<file path="config.mk">
export PLATFORM = sky130hd
export DESIGN_NAME = alu_serial
export DESIGN_NICKNAME = d
export VERILOG_FILES = /design/src/rtl/alu_serial.sv
export SDC_FILE = /design/constraint.sdc
export NUM_CORES = 1
export LEC_CHECK = 0
export ABC_AREA = 1
export CORE_AREA = 2 2 92 94
export CTS_CLUSTER_SIZE = 30
export DETAILED_ROUTE_END_ITERATION = 10
export DIE_AREA = 0 0 94 96
export GPL_ROUTABILITY_DRIVEN = 1
export GPL_TIMING_DRIVEN = 0
export PLACE_DENSITY = 0.8
export REMOVE_ABC_BUFFERS = 1
export SYNTH_ARGS = -nofsm -noshare
export SYNTH_HDL_FRONTEND = slang
export SYNTH_SLANG_ARGS = --single-unit
</file>
<file path="constraint.sdc">
create_clock -name clk -period 7 [get_ports clk]
set_input_delay 1.4 -clock clk [delete_from_list [all_inputs] [get_ports clk]]
set_output_delay 1.4 -clock clk [all_outputs]
set_load 0.005 [all_outputs]
</file>
<file path="src/rtl/alu_serial.sv">
// Slice-serial ALU: processes DATA_W bits per cycle, least significant slice first,
// with the carry/borrow held in a register between beats.
package alu_serial_pkg;
    typedef struct packed {
        logic z;
        logic n;
        logic h;
        logic c;
    } flags_t;
endpackage

module alu_serial
    import alu_serial_pkg::*;
#(
    parameter int DATA_W = 8,
    parameter int BEATS  = 2
) (
    input  logic                    clk,
    input  logic                    rst,
    input  logic                    in_valid,
    output logic                    in_ready,
    input  logic [3:0]              op,
    input  logic                    wide,
    input  logic [DATA_W*BEATS-1:0] op1,
    input  logic [DATA_W*BEATS-1:0] op2,
    input  flags_t                  in_flags,
    output logic                    out_valid,
    input  logic                    out_ready,
    output logic [DATA_W*BEATS-1:0] result,
    output flags_t                  out_flags,
    output logic                    busy,
    output logic [1:0]              dbg_state
);

    localparam int W  = DATA_W * BEATS;
    localparam int CW = (BEATS > 1) ? $clog2(BEATS) : 1;
    localparam logic [CW-1:0] LAST_BEAT = CW'(BEATS - 1);

    localparam logic [3:0] OP_ADD = 4'd0;
    localparam logic [3:0] OP_ADC = 4'd1;
    localparam logic [3:0] OP_SUB = 4'd2;
    localparam logic [3:0] OP_SBC = 4'd3;
    localparam logic [3:0] OP_AND = 4'd4;
    localparam logic [3:0] OP_XOR = 4'd5;
    localparam logic [3:0] OP_OR  = 4'd6;
    localparam logic [3:0] OP_CP  = 4'd7;
    localparam logic [3:0] OP_INC = 4'd8;
    localparam logic [3:0] OP_DEC = 4'd9;

    typedef enum logic [1:0] {
        S_IDLE = 2'd0,
        S_EXEC = 2'd1,
        S_DONE = 2'd2
    } state_t;

    state_t          state_q, state_d;
    logic [CW-1:0]   beat_q, beat_d;
    logic            carry_q, carry_d;
    logic [3:0]      op_q;
    logic            wide_q;
    logic [W-1:0]    op1_q, op2_q;
    flags_t          flags_in_q;
    logic [W-1:0]    result_q, result_d;
    flags_t          out_flags_q, out_flags_d;

    logic            accept;
    logic            last_beat;
    int              off;
    logic [DATA_W-1:0] a, b, slice;
    logic            cin, cout, hout;
    logic [DATA_W:0] add_full, sub_full;
    logic [4:0]      add_lo, sub_lo;
    logic            is_incdec, is_sub_n, is_arith_c, is_logic, is_nop;

    // Handshakes are strict valid/ready: a request transfers on a rising edge where
    // in_valid && in_ready, a result retires on an edge where out_valid && out_ready.
    assign in_ready  = (state_q == S_IDLE) && !rst;
    assign out_valid = (state_q == S_DONE) && !rst;
    assign busy      = (state_q != S_IDLE) && !rst;
    assign dbg_state = state_q;
    assign result    = result_q;
    assign out_flags = out_flags_q;

    assign accept    = in_valid && in_ready;
    assign last_beat = !wide_q || (beat_q == LAST_BEAT);

    always_ff @(posedge clk) begin
        if (rst) state_q <= S_IDLE;
        else     state_q <= state_d;
    end

    always_comb begin
        state_d = state_q;
        case (state_q)
            S_IDLE: if (accept) state_d = S_EXEC;
            S_EXEC: if (last_beat) state_d = S_DONE;
            S_DONE: if (out_ready) state_d = S_IDLE;
            default: state_d = S_IDLE;
        endcase
    end

    always_comb begin
        is_incdec  = (op_q == OP_INC) || (op_q == OP_DEC);
        is_sub_n   = (op_q == OP_SUB) || (op_q == OP_SBC) || (op_q == OP_CP) || (op_q == OP_DEC);
        is_arith_c = (op_q == OP_ADD) || (op_q == OP_ADC) || (op_q == OP_SUB) ||
                     (op_q == OP_SBC) || (op_q == OP_CP);
        is_logic   = (op_q == OP_AND) || (op_q == OP_XOR) || (op_q == OP_OR);
        is_nop     = (op_q > OP_DEC);
    end

    always_comb begin
        off = int'(beat_q) * DATA_W;
        a   = op1_q[off +: DATA_W];
        b   = is_incdec ? '0 : op2_q[off +: DATA_W];
        if (beat_q == '0) begin
            if ((op_q == OP_ADC) || (op_q == OP_SBC)) cin = flags_in_q.c;
            else if (is_incdec)                       cin = 1'b1;
            else                                      cin = 1'b0;
        end else begin
            cin = carry_q;
        end
        add_full = {1'b0, a} + {1'b0, b} + (DATA_W + 1)'(cin);
        sub_full = {1'b0, a} - {1'b0, b} - (DATA_W + 1)'(cin);
        add_lo   = {1'b0, a[3:0]} + {1'b0, b[3:0]} + 5'(cin);
        sub_lo   = {1'b0, a[3:0]} - {1'b0, b[3:0]} - 5'(cin);

        slice = a;
        cout  = 1'b0;
        hout  = 1'b0;
        case (op_q)
            OP_ADD, OP_ADC, OP_INC: begin
                slice = add_full[DATA_W-1:0];
                cout  = add_full[DATA_W];
                hout  = add_lo[4];
            end
            OP_SUB, OP_SBC, OP_DEC: begin
                slice = sub_full[DATA_W-1:0];
                cout  = sub_full[DATA_W];
                hout  = sub_lo[4];
            end
            OP_CP: begin
                slice = a;
                cout  = sub_full[DATA_W];
                hout  = sub_lo[4];
            end
            OP_AND:  slice = a & b;
            OP_XOR:  slice = a ^ b;
            OP_OR:   slice = a | b;
            default: slice = a;
        endcase
    end

    always_comb begin
        beat_d      = beat_q;
        carry_d     = carry_q;
        result_d    = result_q;
        out_flags_d = out_flags_q;
        if (state_q == S_IDLE) begin
            if (accept) begin
                beat_d   = '0;
                carry_d  = 1'b0;
                result_d = '0;
            end
        end else if (state_q == S_EXEC) begin
            carry_d = cout;
            result_d[off +: DATA_W] = slice;
            if (!last_beat) beat_d = beat_q + CW'(1);
            if (last_beat) begin
                // Wide INC/DEC and all NOPs pass the incoming flags through untouched.
                if (is_nop || (wide_q && is_incdec)) begin
                    out_flags_d = flags_in_q;
                end else begin
                    out_flags_d.z = (wide_q && is_arith_c) ? flags_in_q.z : (result_d == '0);
                    out_flags_d.n = is_sub_n;
                    out_flags_d.h = is_logic ? (op_q == OP_AND) : hout;
                    out_flags_d.c = is_arith_c ? cout : (is_incdec ? flags_in_q.c : 1'b0);
                end
            end
        end
    end

    always_ff @(posedge clk) begin
        if (rst) begin
            beat_q      <= '0;
            carry_q     <= 1'b0;
            op_q        <= '0;
            wide_q      <= 1'b0;
            op1_q       <= '0;
            op2_q       <= '0;
            flags_in_q  <= '0;
            result_q    <= '0;
            out_flags_q <= '0;
        end else begin
            if (accept) begin
                op_q       <= op;
                wide_q     <= wide;
                op1_q      <= op1;
                op2_q      <= op2;
                flags_in_q <= in_flags;
            end
            beat_q      <= beat_d;
            carry_q     <= carry_d;
            result_q    <= result_d;
            out_flags_q <= out_flags_d;
        end
    end

endmodule

</file>
# Word level (Yosys, flattened, before mapping)
# Cells that the tools add are included.
# W data, S select, Z words.
[word_totals]
elab_cells = 109
mem_bits_rw = 0
latchBits = 0
romBits = 0
mem_count = 0
register_bits = 65
[classes]
n_mul = 0
n_eq_ne = 15
n_mux = 26
div_mod_pow = 0
reduce_logical = 33
order_cmp = 1
bitwise_logic = 4
add_sub_neg = 10
shift = 4
[ops]
columns = ["operator", "count"]
rows = [
  ["$mux W16", 3],
  ["$pmux W8 S5", 1],
  ["$neg A4 Y33", 1],
  ["$shift A8 B33 Y16 const A", 1],
  ["$shiftx A8 B33 Y16", 1],
  ["$shiftx A16 B5 Y8", 2],
  ["$bwmux W16", 1],
  ["$eq A4 B3 Y1 const B", 4],
  ["$logic_not A16 Y1", 1],
  ["$logic_or A1 B1 Y1", 13],
  ["$mux W1", 13],
  ["$add A8 B8 Y9", 1],
  ["$add A9 B1 Y9", 1],
  ["$reduce_and A3 Y1", 3],
  ["$sub A8 B8 Y9", 1],
  ["$sub A9 B1 Y9", 1],
  ["$and A8 B8 Y8", 1],
  ["$eq A4 B2 Y1 const B", 2],
  ["$eq A4 B4 Y1 const B", 2],
  ["$mux W8", 1],
  ["$or A8 B8 Y8", 1],
  ["$xor A8 B8 Y8", 1],
  ["$logic_and A1 B1 Y1", 6],
  ["$mux W2", 3],
  ["other kinds (22)", 28],
]

# Longest topological paths before layout
# Gate-level depths: netlist of run 1.
[depth]
ltp_word = 12
mapped_depth = 25

# Worst setup path before layout of run 1
# OpenSTA, ideal clock, no wires.
[synth_timing]
path_type = "input -> output"
startpoint = "input port rst"
endpoint = "output port busy"
cell_stages = 3
t_arrival_ns = 1.954
t_required_ns = 5.600
setup_slack_ns = 3.646
path_cell_list = "clkbuf_1 -> clkbuf_1 -> nor2_1"
[synth_via]
elab_chain_cells = 2
[synth_lines]
columns = ["element", "line", "text"]
rows = [
  ["start, declared", "19", "input logic rst,"],
  ["$logic_not A1 Y1", "79", "assign busy = (state_q != S_IDLE) && !rst;"],
  ["$logic_and A1 B1 Y1", "79", ""],
  ["end, declared", "31", "output logic busy,"],
]
# Every way passes these cells.

# Worst setup path after layout of run 1
[layout_timing]
startpoint = "input port rst"
endpoint = "output port in_ready"
[layout_via]
elab_chain_cells = 2
[layout_lines]
columns = ["element", "line", "text"]
rows = [
  ["$logic_not A1 Y1", "77", "assign in_ready = (state_q == S_IDLE) && !rst;"],
  ["$logic_and A1 B1 Y1", "77", ""],
  ["end, declared", "21", "output logic in_ready,"],
]
# Every way passes these cells.

==> results.toml, run 1 <==
[logic_synthesis]
synth_area_sq_um = 4300
yosysMostFrequentCell = "nand2_1"
yosys_register_bits = 65
yosysSeqAreaShare_pct = 30.3
syn-instance-count = 685
yosys.area.top_type_share_pct = 30.3
yosysWarnings = 0
synth_top_area_cell = "dfxtp_1"
yosysUniqueCellTypes = 31
async_flop_share_pct = 0
synth.area.top_cells = "dfxtp_1, nand2_1, inv_1"
synth_ff_type = "dfxtp_1"
netlist_top_cells_count = "nand2_1, inv_1, nand3_1"
syn_avg_cell_area_sq_um = 6.28
synth_edf_count = 0

[routing]
vias_per_cell = 5.22
drcViolationCount = 0
wirelength_microns = 11700
vias = 4445
avgRoutedWirePerCell_microns = 13.7
drtIter0Drc = 218
ant_nets = 0
drt_pass1_iterations = 5

[power_and_ir_drop]
powerDensity_nw_per_um2 = 217
vdd_drop_max_uv = 127
p_leak_nw = 2.44

[min_path]
min_path_type = "flip-flop to flip-flop"

[global_routing]
grt_pass1_vias = 4109
grtUsageTotal_pct = 27.2
globalRouteOverflowTotal = 0
grt_start_max_net_pins = 62
grt_pass1_wl_microns = 19300
antenna_found_initial = 0

[worst_setup_path]
crit_path_cell_trace = "clkdlybuf4s50_1, nor3_1, clkdlybuf4s50_1"
worst-endpoint-arrival_ns = 3.34
crit_start = "rst"
crit_slowest_cell = "clkdlybuf4s50_1"
worst-path-buf-inv = 2
cp-endpoint = "in_ready"
crit_family = "buffers and inverters"
cp_max_fo = 24
cp-start-kind = "input port"
cpPeakStageDelay_ns = 0.89
worstSetupPathType = "input port to primary output"
r2r_slack_ns = 2.26
crit_required_ns = 5.60
timing.rr.start = "beat_q"
critPathMostFrequentCell = "clkdlybuf4s50_1"
reg2reg_depth = 20
crit_path_end_kind = "primary output"
cp.depth = 3
reg2reg_to = "out_flags[3]"

[clock_tree]
clkSinkCount = 65
cts-root-buf = "clkbuf_8"
clkTransAtPathRegs_ns = 0.08
cts_buffers = 9
ctsHoldBuffers = 0
worstSkewPairLatency_ns = 0.35
cts_setup_buffers = 0
post_cts_resized = 0
tritoncts = "yes"
clockBufferDepth = 2
htreeDepth = 3

[final_layout]
final_util_pct = 65.5
fin_nets = 818
ff_latch_area_sq_um = 1300
insertedDiodeCount = 0
multiInputGateArea_sq_um = 2510
syn2layout_area_growth_pct = 22.5
fillCellCount = 756
final_layout_size_suffix_gt1_share_pct = 4.42

[floorplanning]
num_rows = 33
core_area_sq_um = 8050
num_io_pins = 70
die_y_microns = 96
die_area_sq_um = 9020
fp.dieW_microns = 94
start_util_pct = 53.4

[sta]
period_needed_ns = 4.74
rsz0062_at_grt = "no"
finalMaxSlewViolations = 0
final-hold-violation-count = 0
tightest_slew_ns = 1.27
fin_skew_ns = 0.0145
final-setup-viol-count = 0
relSlewSlack_pct = 14.9
period_share_pct = 67.8
setup_total_negative_slack_ns = 0
max_freq_ghz = 0.211

[place]
io_buffer_count = 69
dpl.hpwl_microns = 8580
gp_congestion = 0.982

[flow_run]
maxCapViolations = 0

[run_status]
status = "finished clean"
[state kept, by name (all words and copies together) (netlist names)]
register,flops
op_q,4
result,16
out_flags,4
op2_q,16
flags_in_q,4
beat_q,1
dbg_state,2
wide_q,1
carry_q,1
op1_q,16
[stage by stage]
stage	hold slack [ns]	setup WS [ns]	total power, mW	cell area, sq um	instances
after floorplan	0.426	2.92	0.657	4200	660
after global placement	0.436	1.24	0.763	5020	834
after global routing	0.482	1.77	1.22	5270	851
final	0.452	2.26	1.15	5270	851
after detailed placement	0.444	2.29	0.776	5040	835
after CTS	0.457	2.29	1.14	5270	851
[kinds of logic after synthesis]
logic type | Yosys count | share of synthesized area (%)
buffers and inverters | 129 | 11.5
flip-flops | 65 | 30.3
AND/OR/NAND/NOR | 334 | 32.6
AO/OA/AOI/OAI | 123 | 15.2
XOR/XNOR | 2 | 0.407
adder cells (fa/ha/maj) | 32 | 10.0
[where the power goes]
| group | internal (mW) | switching [mW] | total (mW) | leakage, nW |
|---|---|---|---|---|
| Clock | 0.205 | 0.168 | 0.373 | 0.116 |
| Sequential | 0.395 | 0.0165 | 0.411 | 0.532 |
| Combinational | 0.138 | 0.223 | 0.361 | 1.79 |
[worst min path at each step]
stage / startpoint / end / slack [ns] / depth (start not counted)
after CTS: op2_q[6] / op2_q[6] / 0.46 / 2
after global routing: op1_q[9] / op1_q[9] / 0.48 / 2
final: op2_q[7] / op2_q[7] / 0.45 / 2
after global placement: op2_q[7] / op2_q[7] / 0.44 / 2
after detailed placement: op2_q[6] / op2_q[6] / 0.44 / 2
after floorplan: op2_q[1] / op2_q[1] / 0.43 / 2
[cells in the final DEF, fill, tap and decap left out, types with 2 or more instances in the layout]
| cell type | count |
|---|---|
| nand2_1 | 204 |
| inv_1 | 97 |
| clkdlybuf4s50_1 | 69 |
| nand3_1 | 66 |
| dfxtp_1 | 64 |
| a21oi_1 | 56 |
| o21ai_0 | 49 |
| nor2_1 | 40 |
| ha_1 | 28 |
| o211ai_1 | 13 |
| clkbuf_8 | 9 |
| nand4_1 | 7 |
| nor3_1 | 5 |
| inv_2 | 4 |
| fa_1 | 4 |
| nand2_2 | 3 |
| nand3b_1 | 3 |
| nor2_2 | 2 |
| clkinv_1 | 2 |
| clkinv_2 | 2 |
| o21ai_1 | 2 |
| or2_2 | 2 |
| clkinv_4 | 2 |
| bufinv_16 | 2 |
[final cells by class]
type | instances | share of cell area, %
Clock buffer | 9 | 2.35
Sequential cell | 65 | 24.7
Timing Repair Buffer | 70 | 13.5
Multi-Input combinational cell | 491 | 47.6
Clock inverter | 7 | 1.95
Tap cell | 105 | 2.49
Inverter | 104 | 7.43
[tightest hold or removal path, cell delays in order, from the launching register on]
cell	delay, ns
dfxtp_1	0.30
inv_1	0.05
a21oi_1	0.05
[routing by layer]
layer / global-route usage, % / wire length [microns] / vias to the layer above
li1: - / - / 2298
met1: 35.9 / 5490 / 2000
met2: 45.2 / 5410 / 125
met3: 4.70 / 528 / 22
met4: 9.42 / 264 / 0
met5: 0 / 0 / -
(Power assumes the default switching activity.)
==> run 2, diff against run 1 <==
--- a/config.mk
+++ b/config.mk
@@ -6,13 +6,13 @@
 export NUM_CORES = 1
 export LEC_CHECK = 0
 export ABC_AREA = 1
-export CORE_AREA = 2 2 92 94
+export CORE_AREA = 2 2 97 99
 export CTS_CLUSTER_SIZE = 30
 export DETAILED_ROUTE_END_ITERATION = 10
-export DIE_AREA = 0 0 94 96
+export DIE_AREA = 0 0 99 101
 export GPL_ROUTABILITY_DRIVEN = 1
 export GPL_TIMING_DRIVEN = 0
-export PLACE_DENSITY = 0.8
+export PLACE_DENSITY = 0.76
 export REMOVE_ABC_BUFFERS = 1
 export SYNTH_ARGS = -nofsm -noshare
 export SYNTH_HDL_FRONTEND = slang
==> constraint.sdc (replaced) <==
create_clock -name clk -period 3.9 [get_ports clk]
set_input_delay 0.78 -clock clk [delete_from_list [all_inputs] [get_ports clk]]
set_output_delay 0.78 -clock clk [all_outputs]
set_load 0.005 [all_outputs]
==> run 2 against run 1 <==
Net effect: register-to-register slack got worse by 1.9 ns; combinational power rose by 80%; via count decreased by 2.0%; sequential power up 79%; wire length decreased by 1.2%; setup slack worse by 1.9 ns; clock skew down 0.0016 ns; critical path type is now flip-flop to flip-flop.
==> results.toml, run 2 (same netlist as run 1, synthesis figures left out) <==
[power_and_ir_drop]
p_leak_nw = 2.45
powerDensity_nw_per_um2 = 382
vdd_drop_max_uv = 220
power_mw = 2.03

[clock_tree]
cts_buffers = 9
htreeDepth = 3
clkTransAtPathRegs_ns = 0.08
worstSkewPairLatency_ns = 0.36
cts-root-buf = "clkbuf_8"
clkSinkCount = 65
ctsHoldBuffers = 0
tritoncts = "yes"
clockBufferDepth = 2

[routing]
drtIter0Drc = 299
vias = 4355
avgRoutedWirePerCell_microns = 13.4
wl_met3_microns = 522
wl_met1_microns = 5510
drt_pass1_iterations = 5
drcViolationCount = 0
vias_per_cell = 5.06
highest_layer = "met4"
ant_nets = 0
wirelength_microns = 11500
route.met2.wl_microns = 5380

[final_layout]
final_common_cell = "nand2_1"
syn2layout_area_growth_pct = 23.9
fillCellCount = 876
design_area_sq_um = 5330
insertedDiodeCount = 0
final_cell_mix = "nand2_1, inv_1, clkdlybuf4s50_1"
final_cell_count_no_fill = 861
fin_nets = 822
final_layout_size_suffix_gt1_share_pct = 5.20

[sta]
whs_ns = 0.452
final-setup-viol-count = 0
period_share_pct = 91.7
relSlewSlack_pct = 14.9
period_needed_ns = 3.58
setup_total_negative_slack_ns = 0
max_freq_ghz = 0.279
finalMaxSlewViolations = 0
tightest_slew_ns = 1.27
fin_skew_ns = 0.0129
final-hold-violation-count = 0
rsz0062_at_grt = "no"

[flow_run]
maxCapViolations = 0

[place]
place_inst = 841
placed_area_sq_um = 5050
io_buffer_count = 69
dpl.hpwl_microns = 8470
gp_congestion = 0.974

[worst_setup_path]
r2r_slack_ns = 0.32
crit_path_end_kind = "flip-flop"
reg2reg_to = "out_flags[3]"
timing.rr.start = "beat_q"
worstSetupPathType = "flip-flop to flip-flop"
crit_start = "beat_q"
worst-endpoint-arrival_ns = 3.87
cp-start-kind = "flip-flop"
crit_slowest_cell = "fa_1"
worst-path-buf-inv = 5
crit_required_ns = 4.19
crit_path_cell_trace = "clkinvlp_4, buf_4, o21ai_0, nor2_1, inv_1, fa_1, fa_1, nand3_1, nand3_1, nand3_1, nand2_1, inv_1, nand2_1, nand2_1, o211ai_1, inv_1, nand2_1, nor2_1, nand3_1, a21oi_1"
cpPeakStageDelay_ns = 0.53
cp_max_fo = 15
crit_family = "simple AND/OR/NAND/NOR gates"
reg2reg_depth = 20

[floorplanning]
fp.dieW_microns = 99
num_io_pins = 70
core_area_sq_um = 8980
num_rows = 35
die_area_sq_um = 10000
die_y_microns = 101
start_util_pct = 47.9

[min_path]
holdPathStages = 2
min_path_type = "flip-flop to flip-flop"
hold_end = "op2_q[3]"
hp-start = "op2_q[3]"

[global_routing]
grt_pass1_wl_microns = 18900
grt_start_max_net_pins = 65
grt_pass1_vias = 4034
globalRouteOverflowTotal = 0
grtUsageTotal_pct = 23.7
antenna_found_initial = 0

[run_status]
status = "finished clean"
==> run 2: worst register-to-register path, cell delays in order, from the launching register on <==
cell and delay [ns]:
dfxtp_4 0.42, clkinvlp_4 0.10, buf_4 0.18, o21ai_0 0.12, nor2_1 0.27, inv_1 0.14
fa_1 0.53, fa_1 0.49, nand3_1 0.15, nand3_1 0.09, nand3_1 0.12, nand2_1 0.06
inv_1 0.05, nand2_1 0.04, nand2_1 0.15, o211ai_1 0.11, inv_1 0.07, nand2_1 0.06
nor2_1 0.09, nand3_1 0.14, a21oi_1 0.15
==> run 2: how the worst max path moves through the flow <==
| stage | to | depth (start not counted) |
|---|---|---|
| floorplan | out_flags[3] | 17 |
| global placement | carry_q | 16 |
| detailed placement | carry_q | 16 |
| CTS | out_flags[3] | 20 |
| global route | out_flags[3] | 20 |
| finish | out_flags[3] | 20 |
==> run 2: where the power goes <==
group          internal, mW  switching (mW)  total [mW]
registers             0.708          0.0271       0.735
clock network         0.359           0.288       0.647
logic                 0.251           0.399       0.650
total                  1.32           0.714        2.03
==> run 2: metal layers <==
| layer | vias to the layer above | global-route usage [%] |
|---|---|---|
| met5 | - | 0 |
| met4 | 0 | 6.74 |
| met3 | 10 | 3.95 |
| met2 | 98 | 39.3 |
| met1 | 1942 | 31.9 |
| li1 | 2305 | - |
==> run 2: area by class of cell <==
class	instances	area, sq um	area share (%)
Multi-Input combinational cell	491	2520	47.3
Timing Repair inverter	1	5.00	0.0940
Inverter	104	395	7.42
Tap cell	111	139	2.61
Clock buffer	9	124	2.33
Timing Repair Buffer	73	744	14.0
Clock inverter	7	93.8	1.76
Sequential cell	65	1310	24.5
==> run 2: stage by stage <==
stage          worst slack, ns  util [%]
2_1_floorplan           -0.185         -
3_3_place_gp             -1.39      56.0
3_5_place_dp            -0.734      56.3
4_1_cts                0.00613      59.0
5_1_grt                0.00164      59.3
6_report                 0.322      59.3
==> run 2: timing repair <==
| action | CTS | global route |
|---|---|---|
| buffers inserted | 1 | 2 |
| gates cloned | 1 | 0 |
| setup endpoints to repair | 18 | 7 |
| gates resized for setup | 3 | 3 |
==> run 3, diff against run 2 <==
--- a/config.mk
+++ b/config.mk
@@ -12,6 +12,7 @@
 export DIE_AREA = 0 0 99 101
 export GPL_ROUTABILITY_DRIVEN = 1
 export GPL_TIMING_DRIVEN = 0
+export MAX_ROUTING_LAYER = met4
 export PLACE_DENSITY = 0.76
 export REMOVE_ABC_BUFFERS = 1
 export SYNTH_ARGS = -nofsm -noshare
==> run 3 against run 2 <==
Net effect: design area rose by 0.35%; sequential power barely moved; clock skew fell by 0.0025 ns; highest routed layer unchanged; critical endpoint unchanged; largest cell class unchanged; via count rose by 1.7%; first-iteration DRC count fell by 2.3%; hold slack got worse by 0.0011 ns; non-clock buffer count rose by 2; setup slack improved by 0.014 ns; die area did not move.
==> results.toml, run 3 (same netlist as run 1, synthesis figures left out) <==
[worst_setup_path]
cpPeakStageDelay_ns = 0.51
critPathMostFrequentCell = "nand3_1"
cp_max_fo = 7
crit_slowest_cell = "fa_1"
cp-start-kind = "flip-flop"
reg2reg_to = "out_flags[3]"
crit_path_end_kind = "flip-flop"
crit_required_ns = 4.18
worst-endpoint-arrival_ns = 3.85
timing.rr.start = "op_q[1]"
worstSetupPathType = "flip-flop to flip-flop"
reg2reg_depth = 18
r2r_slack_ns = 0.34
crit_path_cell_trace = "nor2_4, inv_1, nor2_2, o21ai_0, o21ai_0, inv_1, fa_1, fa_1, or2_2, nand3_1, nand3_1, nand3_1, nand2_1, nor2_1, nand3_1, nor2_1, nand3_1, a21oi_1"

[routing]
avgRoutedWirePerCell_microns = 13.6
wirelength_microns = 11700
ant_nets = 0
vias = 4430
drcViolationCount = 0
drtIter0Drc = 292
drt_pass1_iterations = 5
vias_per_cell = 5.13

[clock_tree]
ctsHoldBuffers = 0
cts-root-buf = "clkbuf_8"
tritoncts = "yes"
clkSinkCount = 65
clkTransAtPathRegs_ns = 0.08
worstSkewPairLatency_ns = 0.35
htreeDepth = 3
clockBufferDepth = 2
cts_buffers = 9

[power_and_ir_drop]
p_leak_nw = 2.46
vdd_drop_max_uv = 240
power_mw = 2.04
powerDensity_nw_per_um2 = 382

[min_path]
hold_end = "op2_q[3]"
hp-start = "op2_q[3]"
min_path_type = "flip-flop to flip-flop"
holdPathStages = 2

[sta]
fin_skew_ns = 0.0105
final-setup-viol-count = 0
tightest_slew_ns = 1.26
rsz0062_at_grt = "no"
final-hold-violation-count = 0
whs_ns = 0.451
max_freq_ghz = 0.281
setup_total_negative_slack_ns = 0
worst_slack_ns = 0.336
finalMaxSlewViolations = 0
relSlewSlack_pct = 15.6
period_share_pct = 91.4
period_needed_ns = 3.56

[global_routing]
grt_pass1_wl_microns = 18600
antenna_found_initial = 0
globalRouteOverflowTotal = 0
grt_pass1_vias = 3991
grt_start_max_net_pins = 65
grtUsageTotal_pct = 24.0

[place]
gp_congestion = 0.975
place_inst = 841
dpl.hpwl_microns = 8700
pre_cts_slack_ns = -0.743
io_buffer_count = 69

[floorplanning]
fp.dieW_microns = 99
num_rows = 35
num_io_pins = 70
die_y_microns = 101
die_area_sq_um = 10000
start_util_pct = 47.9
core_area_sq_um = 8980

[final_layout]
final_common_cell = "nand2_1"
fillCellCount = 887
fin_nets = 824
final_cell_mix = "nand2_1, inv_1, clkdlybuf4s50_1"
syn2layout_area_growth_pct = 24.3
insertedDiodeCount = 0
final_layout_size_suffix_gt1_share_pct = 5.45
final_cell_count_no_fill = 863

[flow_run]
maxCapViolations = 0

[run_status]
status = "finished clean"
==> run 3: critical path: cells and delay by family, from the launching register on <==
kind | cells | cell delay [ns]
flops | 1 | 0.39
fa+ha+maj | 2 | 1.00
simple gates | 11 | 1.48
compound gates | 3 | 0.43
buf+inv | 2 | 0.19
==> run 3: where the power goes <==
part	leakage [nW]	switching, mW	internal [mW]
sequential	0.533	0.0273	0.708
combinational	1.82	0.398	0.251
clock	0.109	0.279	0.378
total	2.46	0.704	1.34
==> run 3: metrics by stage <==
| step | utilization (%) | cell area [sq um] |
|---|---|---|
| 6_report | 59.5 | 5350 |
| 3_5_place_dp | 56.3 | 5050 |
| 5_1_grt | 59.5 | 5350 |
| 2_1_floorplan | - | 4200 |
| 4_1_cts | 59.3 | 5330 |
| 3_3_place_gp | 56.0 | 5030 |
==> run 3: repair_timing <==
| action | in CTS | in global routing |
|---|---|---|
| gates resized for setup | 2 | 3 |
| setup buffers | 4 | 1 |
| endpoints found under the hold margin | 0 | 0 |
| gates cloned | 1 | 0 |
| setup endpoints to repair | 18 | 4 |
==> run 3: layout make-up <==
cell class / count / area, sq um / share of cell area, %
clock buffers: 10 / 138 / 2.57
clock inverters: 6 / 88.8 / 1.66
inverters: 104 / 395 / 7.40
multi-input cells: 491 / 2510 / 47.1
flip-flops and latches: 65 / 1310 / 24.4
well taps: 111 / 139 / 2.60
repair buffers: 75 / 759 / 14.2
repair inverters: 1 / 5.00 / 0.0936
==> run 3: worst max path at each step <==
| stage | to | startpoint | cells past startpoint |
|---|---|---|---|
| after floorplan | out_flags[3] | beat_q | 17 |
| after global placement | carry_q | beat_q | 16 |
| after detailed placement | carry_q | beat_q | 16 |
| after CTS | carry_q | op_q[1] | 17 |
| after global routing | out_flags[3] | op_q[1] | 18 |
| final | out_flags[3] | op_q[1] | 18 |
==> run 3: per-layer routing <==
metal,wire [microns],share of wire [%],global-route usage (%),vias to the layer above
met4,232,2.0,8.75,0
li1,-,-,-,2299
met1,5560,47,31.9,2008
met2,5360,46,37.6,107
met3,550,4.7,3.26,16
met5,0,0,-,-
==> edit 1 (flow settings as in run 2) <==
The parameter `BEATS` goes from 2 to 1.
--- a/src/rtl/alu_serial.sv
+++ b/src/rtl/alu_serial.sv
@@ -13,7 +13,7 @@
     import alu_serial_pkg::*;
 #(
     parameter int DATA_W = 8,
-    parameter int BEATS  = 2
+    parameter int BEATS  = 1
 ) (
     input  logic                    clk,
     input  logic                    rst,
Interface: changed (resized op1, op2 and result); port bits go from 70 to 46. The function was not compared with the original's and may differ.
==> edit 1 against run 2 <==
- setup slack got worse by 0.068 ns
- sequential power down 36%
- sequential cell count is 24 lower
- final area fell by 26%
- synthesized cell count decreased by 24%
- clock power down 45%
- power decreased by 35%
- critical path type is now in2out
- global-route usage shrank 5.7 points
- synthesized area down 24%
- combinational power down 22%
- core utilization down 16 points
- fmax decreased by 1.9%
- wire length down 22%
- largest cell class unchanged
- hold slack better by 0.017 ns
==> edit 1: results (changes against run 2) <==
| Metric | Value |
|---|---|
| Hold EP | out_flags[1]$_SDFFE_PP0P_ |
| Multi-In Gates | 381 (-22%) |
| DP HPWL | 7037 µm (-17%) |
| Clkbuf count | 5 (-4) |
| Post-Syn Instances | 522 (-24%) |
| Clock-cell share | 2.938% (-1.1 points) |
| Post-CTS Resized | 1 (-2) |
| Data buffer area share | 11.50% (-2.5 points) |
| Net Sw Frac | 37.33% (+2.2 points) |
| Async set-reset flop share out of synthesis | 0% (unchanged) |
| Pre-CTS WS | -0.3103 ns (+0.4242 ns) |
| CTS H-tree lvls | 2 (-1) |
| DR vias/cell | 5.036 (-0.44%) |
| Status | complete, no violations |
| Final instance area | 3918 µm² (-26%) |
| Avg WL per Cell | 13.33 µm (-0.55%) |
| VDD IR max | 0.1498 mV (-32%) |
| Total Routed Length | 8986 µm (-22%) |
| TritonCTS clock tree | done |
| Power per Cell Area | 339.2 nW/µm² (-11%) |
| Hold_sp | out_flags[1]$_SDFFE_PP0P_ |
| First DRT Iteration DRCs | 256 (-14%) |
| GR Util All Layers | 18.00% (-5.7 points) |
| Worst-Margin Slew | 0.9334 ns (-0.3383 ns) |
| Multi-input logic area | 2061 µm² (-18%) |
| Leakage | 1.830 nW (-25%) |
| Netlist Area Pre-Place | 3249 µm² (-24%) |
| Postcts setup bufs | 0 (-1) |
| Share of layout cells above drive strength 1 | 4.263% (-0.94 points) |
| Comb power frac | 38.0% (+6.0 points) |
| R2r startpoint | op_q[1]$_SDFFE_PP0P_ |
| Arrival time at the worst endpoint | 2.87 ns (-1.00 ns) |
| Metal-1 WL | 4014 µm (-27%) |
| Met2 routed WL | 4392 µm (-18%) |
| Fraction of area in registers | 20.98% (-3.5 points) |
| Synth cell count leaders | nand2_1 (125), inv_1 (83), nand3_1 (67) |
| Placer Congestion | 0.9229 (-5.3%) |
| Reg2reg setup slack | 0.37 ns (+0.05 ns) |
| Non-CTS inverters | 88 (-16%) |
| Hold WC Path Type | reg2reg |
| Post-synthesis cell type count | 33 (+6.5%) |
| Skew-Pair Late Insertion Delay | 0.31 ns (-0.05 ns) |
| Clock share of power | 26.7% (-5.1 points) |
| Largest net degree at the start of global routing | 28 (-57%) |
| Top cells by area, synth | dfxtp_1 (25%), nand2_1 (14%), ha_1 (11%) |
| Signal buffers | 45 (-38%) |
| DP Area | 3776 µm² (-25%) |
| Fin Clk Skew | 0.005751 ns (-0.007166 ns) |
| CTS Sinks | 41 (-37%) |
| Placed Cells | 665 (-21%) |
| Port Buffers | 45 (-35%) |
| Max Root-Sink Buffers | 2 (unchanged) |
| Register-to-Register Path Depth | 16 (-20%) |
| Seq/Total Area, Yosys | 25.26% (-5.0 points) |
| First-pass GRT wire length | 14630 µm (-23%) |
| Met3 wire len | 424 µm (-19%) |
edit 1: changes by cell type in the layout (fill, tap and decap cells not counted), sizes merged, moves of 3 or more:
cell           delta
nand2            -79
a21oi            -34
clkdlybuf4s50    -24
dfxtp            -24
nor2             +17
inv              -15
o21ai            -13
o211ai           -12
buf               -4
clkbuf            -4
nand3b            +4
a21boi            +3
a2bb2oi           +3
clkinvlp          -3
edit 1: metal layers:
| layer | up-vias | track usage [%] |
|---|---|---|
| met5 | - | 0 |
| met4 | 0 | 5.058 |
| met3 | 11 | 2.427 |
| met2 | 89 | 31.86 |
| met1 | 1549 | 22.88 |
| li1 | 1745 | - |
edit 1: cells by family (layout without fill, tap and decap cells):
family	after synthesis	count (layout)	share of synthesized area, %
flip-flops	41	41	25.26
buffers and inverters	101	141	12.09
AND/OR/NAND/NOR	273	274	36.50
adder cells (fa/ha/maj)	32	32	13.25
AO/OA/AOI/OAI	75	75	12.90
edit 1: metrics by stage:
stage          setup TNS, ns  hold WS (ns)
6_report                   0        0.4689
4_1_cts                    0        0.4745
3_5_place_dp          -3.409        0.4612
3_3_place_gp         -0.8657        0.4584
2_1_floorplan              0        0.4394
5_1_grt                    0        0.4911
edit 1: worst max-delay path, cell delays in order:
cell,delay (ns)
clkdlybuf4s50_1,0.76
nor3_4,0.69
clkdlybuf4s50_1,0.62
edit 1: how the worst max path moves through the flow:
stage	start	to	slack, ns	cells past startpoint
after global placement	rst	in_ready	-0.25	3
after CTS	beat_q$_SDFFE_PP0P_	out_flags[3]$_SDFFE_PP0P_	0.08	18
after floorplan	beat_q$_SDFFE_PP0P_	out_flags[3]$_SDFFE_PP0P_	0.88	15
final	rst	in_ready	0.25	3
after global routing	op_q[1]$_SDFFE_PP0P_	out_flags[3]$_SDFFE_PP0P_	0.02	20
after detailed placement	rst	in_ready	-0.31	3
==> edit 2 (config.mk and constraints of run 2) <==
Made on the original files. Take the reset off `result_q` and load it in a clocked block of its own.
--- a/src/rtl/alu_serial.sv
+++ b/src/rtl/alu_serial.sv
@@ -188,7 +188,6 @@
             op1_q       <= '0;
             op2_q       <= '0;
             flags_in_q  <= '0;
-            result_q    <= '0;
             out_flags_q <= '0;
         end else begin
             if (accept) begin
@@ -200,10 +199,13 @@
             end
             beat_q      <= beat_d;
             carry_q     <= carry_d;
-            result_q    <= result_d;
             out_flags_q <= out_flags_d;
         end
     end
 
+    always_ff @(posedge clk) begin
+        result_q <= result_d;
+    end
+
 endmodule
 
Function: differs if rst is asserted again (counterexample within 4 cycles, from zero or initial values and one cycle with rst high); with rst held inactive, the same outputs for 10 cycles.
==> edit 2 against run 2 <==
- sequential cell count unchanged
- clock power down 23%
- combinational power up 3.5%
- final area down 0.45%
- wire length down 4.4%
- via count down 3.1%
- power down 3.6%
- setup slack worse by 0.015 ns
- hold slack worse by 0.0014 ns
- synthesized area up 0.90%
- critical endpoint is now out_flags[0]$_SDFFE_PP0P_
- largest power group unchanged
==> edit 2: results (changes against run 2) <==
| Metric | Value |
|---|---|
| Status | complete, no violations |
| # fillers | 861 (-1.7%) |
| Met1 GRT Util | 30.08% (-1.8 points) |
| Arrival time at the worst endpoint | 3.89 ns (+0.02 ns) |
| Number of enable flip-flop cells after synthesis | 16 (+16) |
| Met3 wire len | 691 µm (+32%) |
| First DRT Iteration DRCs | 198 (-34%) |
| Seq pwr share | 40.2% (+4.0 points) |
| Postcts setup bufs | 2 (+1) |
| Top cells by area, synth | dfxtp_1 (23%), nand2_1 (15%), edfxtp_1 (11%) |
| Highest net fanout along the worst path | 23 (+8) |
| Int Power | 0.001252 W (-5.0%) |
| Pre-CTS WS | -1.181 ns (-0.4460 ns) |
| Synth cell count leaders | nand2_1 (176), inv_1 (90), nand3_1 (65) |
| Max transition margin | 23.66% (+8.8 points) |
| Met2 usage | 36.33% (-3.0 points) |
| Avg WL per Cell | 13.41 µm (about the same) |
| VDD IR max | 0.1945 mV (-12%) |
| Xor/xnor share of the synthesized area | 0.4037% (-0.0036 points) |
| Synth Area in Compound Gates | 14.19% (-1.1 points) |
| Met2 routed WL | 5044 µm (-6.2%) |
| GR Util All Layers | 22.31% (-1.4 points) |
| Clock group | 0.000498 W (-23%) |
| DP Area | 5094 µm² (+0.84%) |
| Top sig layer | met4 |
| Placed Cells | 803 (-4.5%) |
| ANT cells | 0 (unchanged) |
| Clock share of power | 25.5% (-6.3 points) |
| Grt met3 use | 4.092% (+0.14 points) |
| NumNets Final | 784 (-4.6%) |
| Post-Syn Instances | 646 (-5.7%) |
| Share of layout cells above drive strength 1 | 6.601% (+1.4 points) |
| Largest net degree at the start of global routing | 46 (-29%) |
| CP max stage cell | dfxtp_4 |
| DP HPWL | 8136 µm (-3.9%) |
| Sequential cell area | 1465 µm² (+12%) |
| Post-synthesis cell type count | 38 (+23%) |
| Post-Synth Adder-Cell Area | 9.919% (-0.089 points) |
| Fin Clk Skew | 0.01249 ns (-0.0004260 ns) |
| Leakage | 2.472 nW (+0.93%) |
| Vias in the first global route | 3813 (-5.5%) |
| Worst hold margin | 0.4507 ns (-0.001373 ns) |
-- edit 2: changes by cell type after synthesis, moves of 3 or more --
cell      before  now
a211oi_1       0    4
inv_1         97   90
o211ai_1      13    4
a21oi_1       56   48
nor2_2         2    5
nor3_1         5    2
edfxtp_1       0   16
nand2_1      205  176
nor2_1        40   44
dfxtp_1       65   49
-- edit 2: final timing paths --
path                         start                         to  cells after the start
max            beat_q$_SDFFE_PP0P_  out_flags[0]$_SDFFE_PP0P_                     20
min          op2_q[7]$_SDFFE_PP0P_      op2_q[7]$_SDFFE_PP0P_                      2
max reg2reg    beat_q$_SDFFE_PP0P_  out_flags[0]$_SDFFE_PP0P_                     20
min reg2reg  op2_q[7]$_SDFFE_PP0P_      op2_q[7]$_SDFFE_PP0P_                      2
-- edit 2: cell type report --
class	instances	share of cell area [%]
sequential	65	27.63
clock buffer	11	2.478
inverter	97	6.984
tap	111	2.619
timing repair inverter	1	0.09438
timing repair buffer	73	14.11
multi-input combinational	460	45.47
clock inverter	5	0.6135
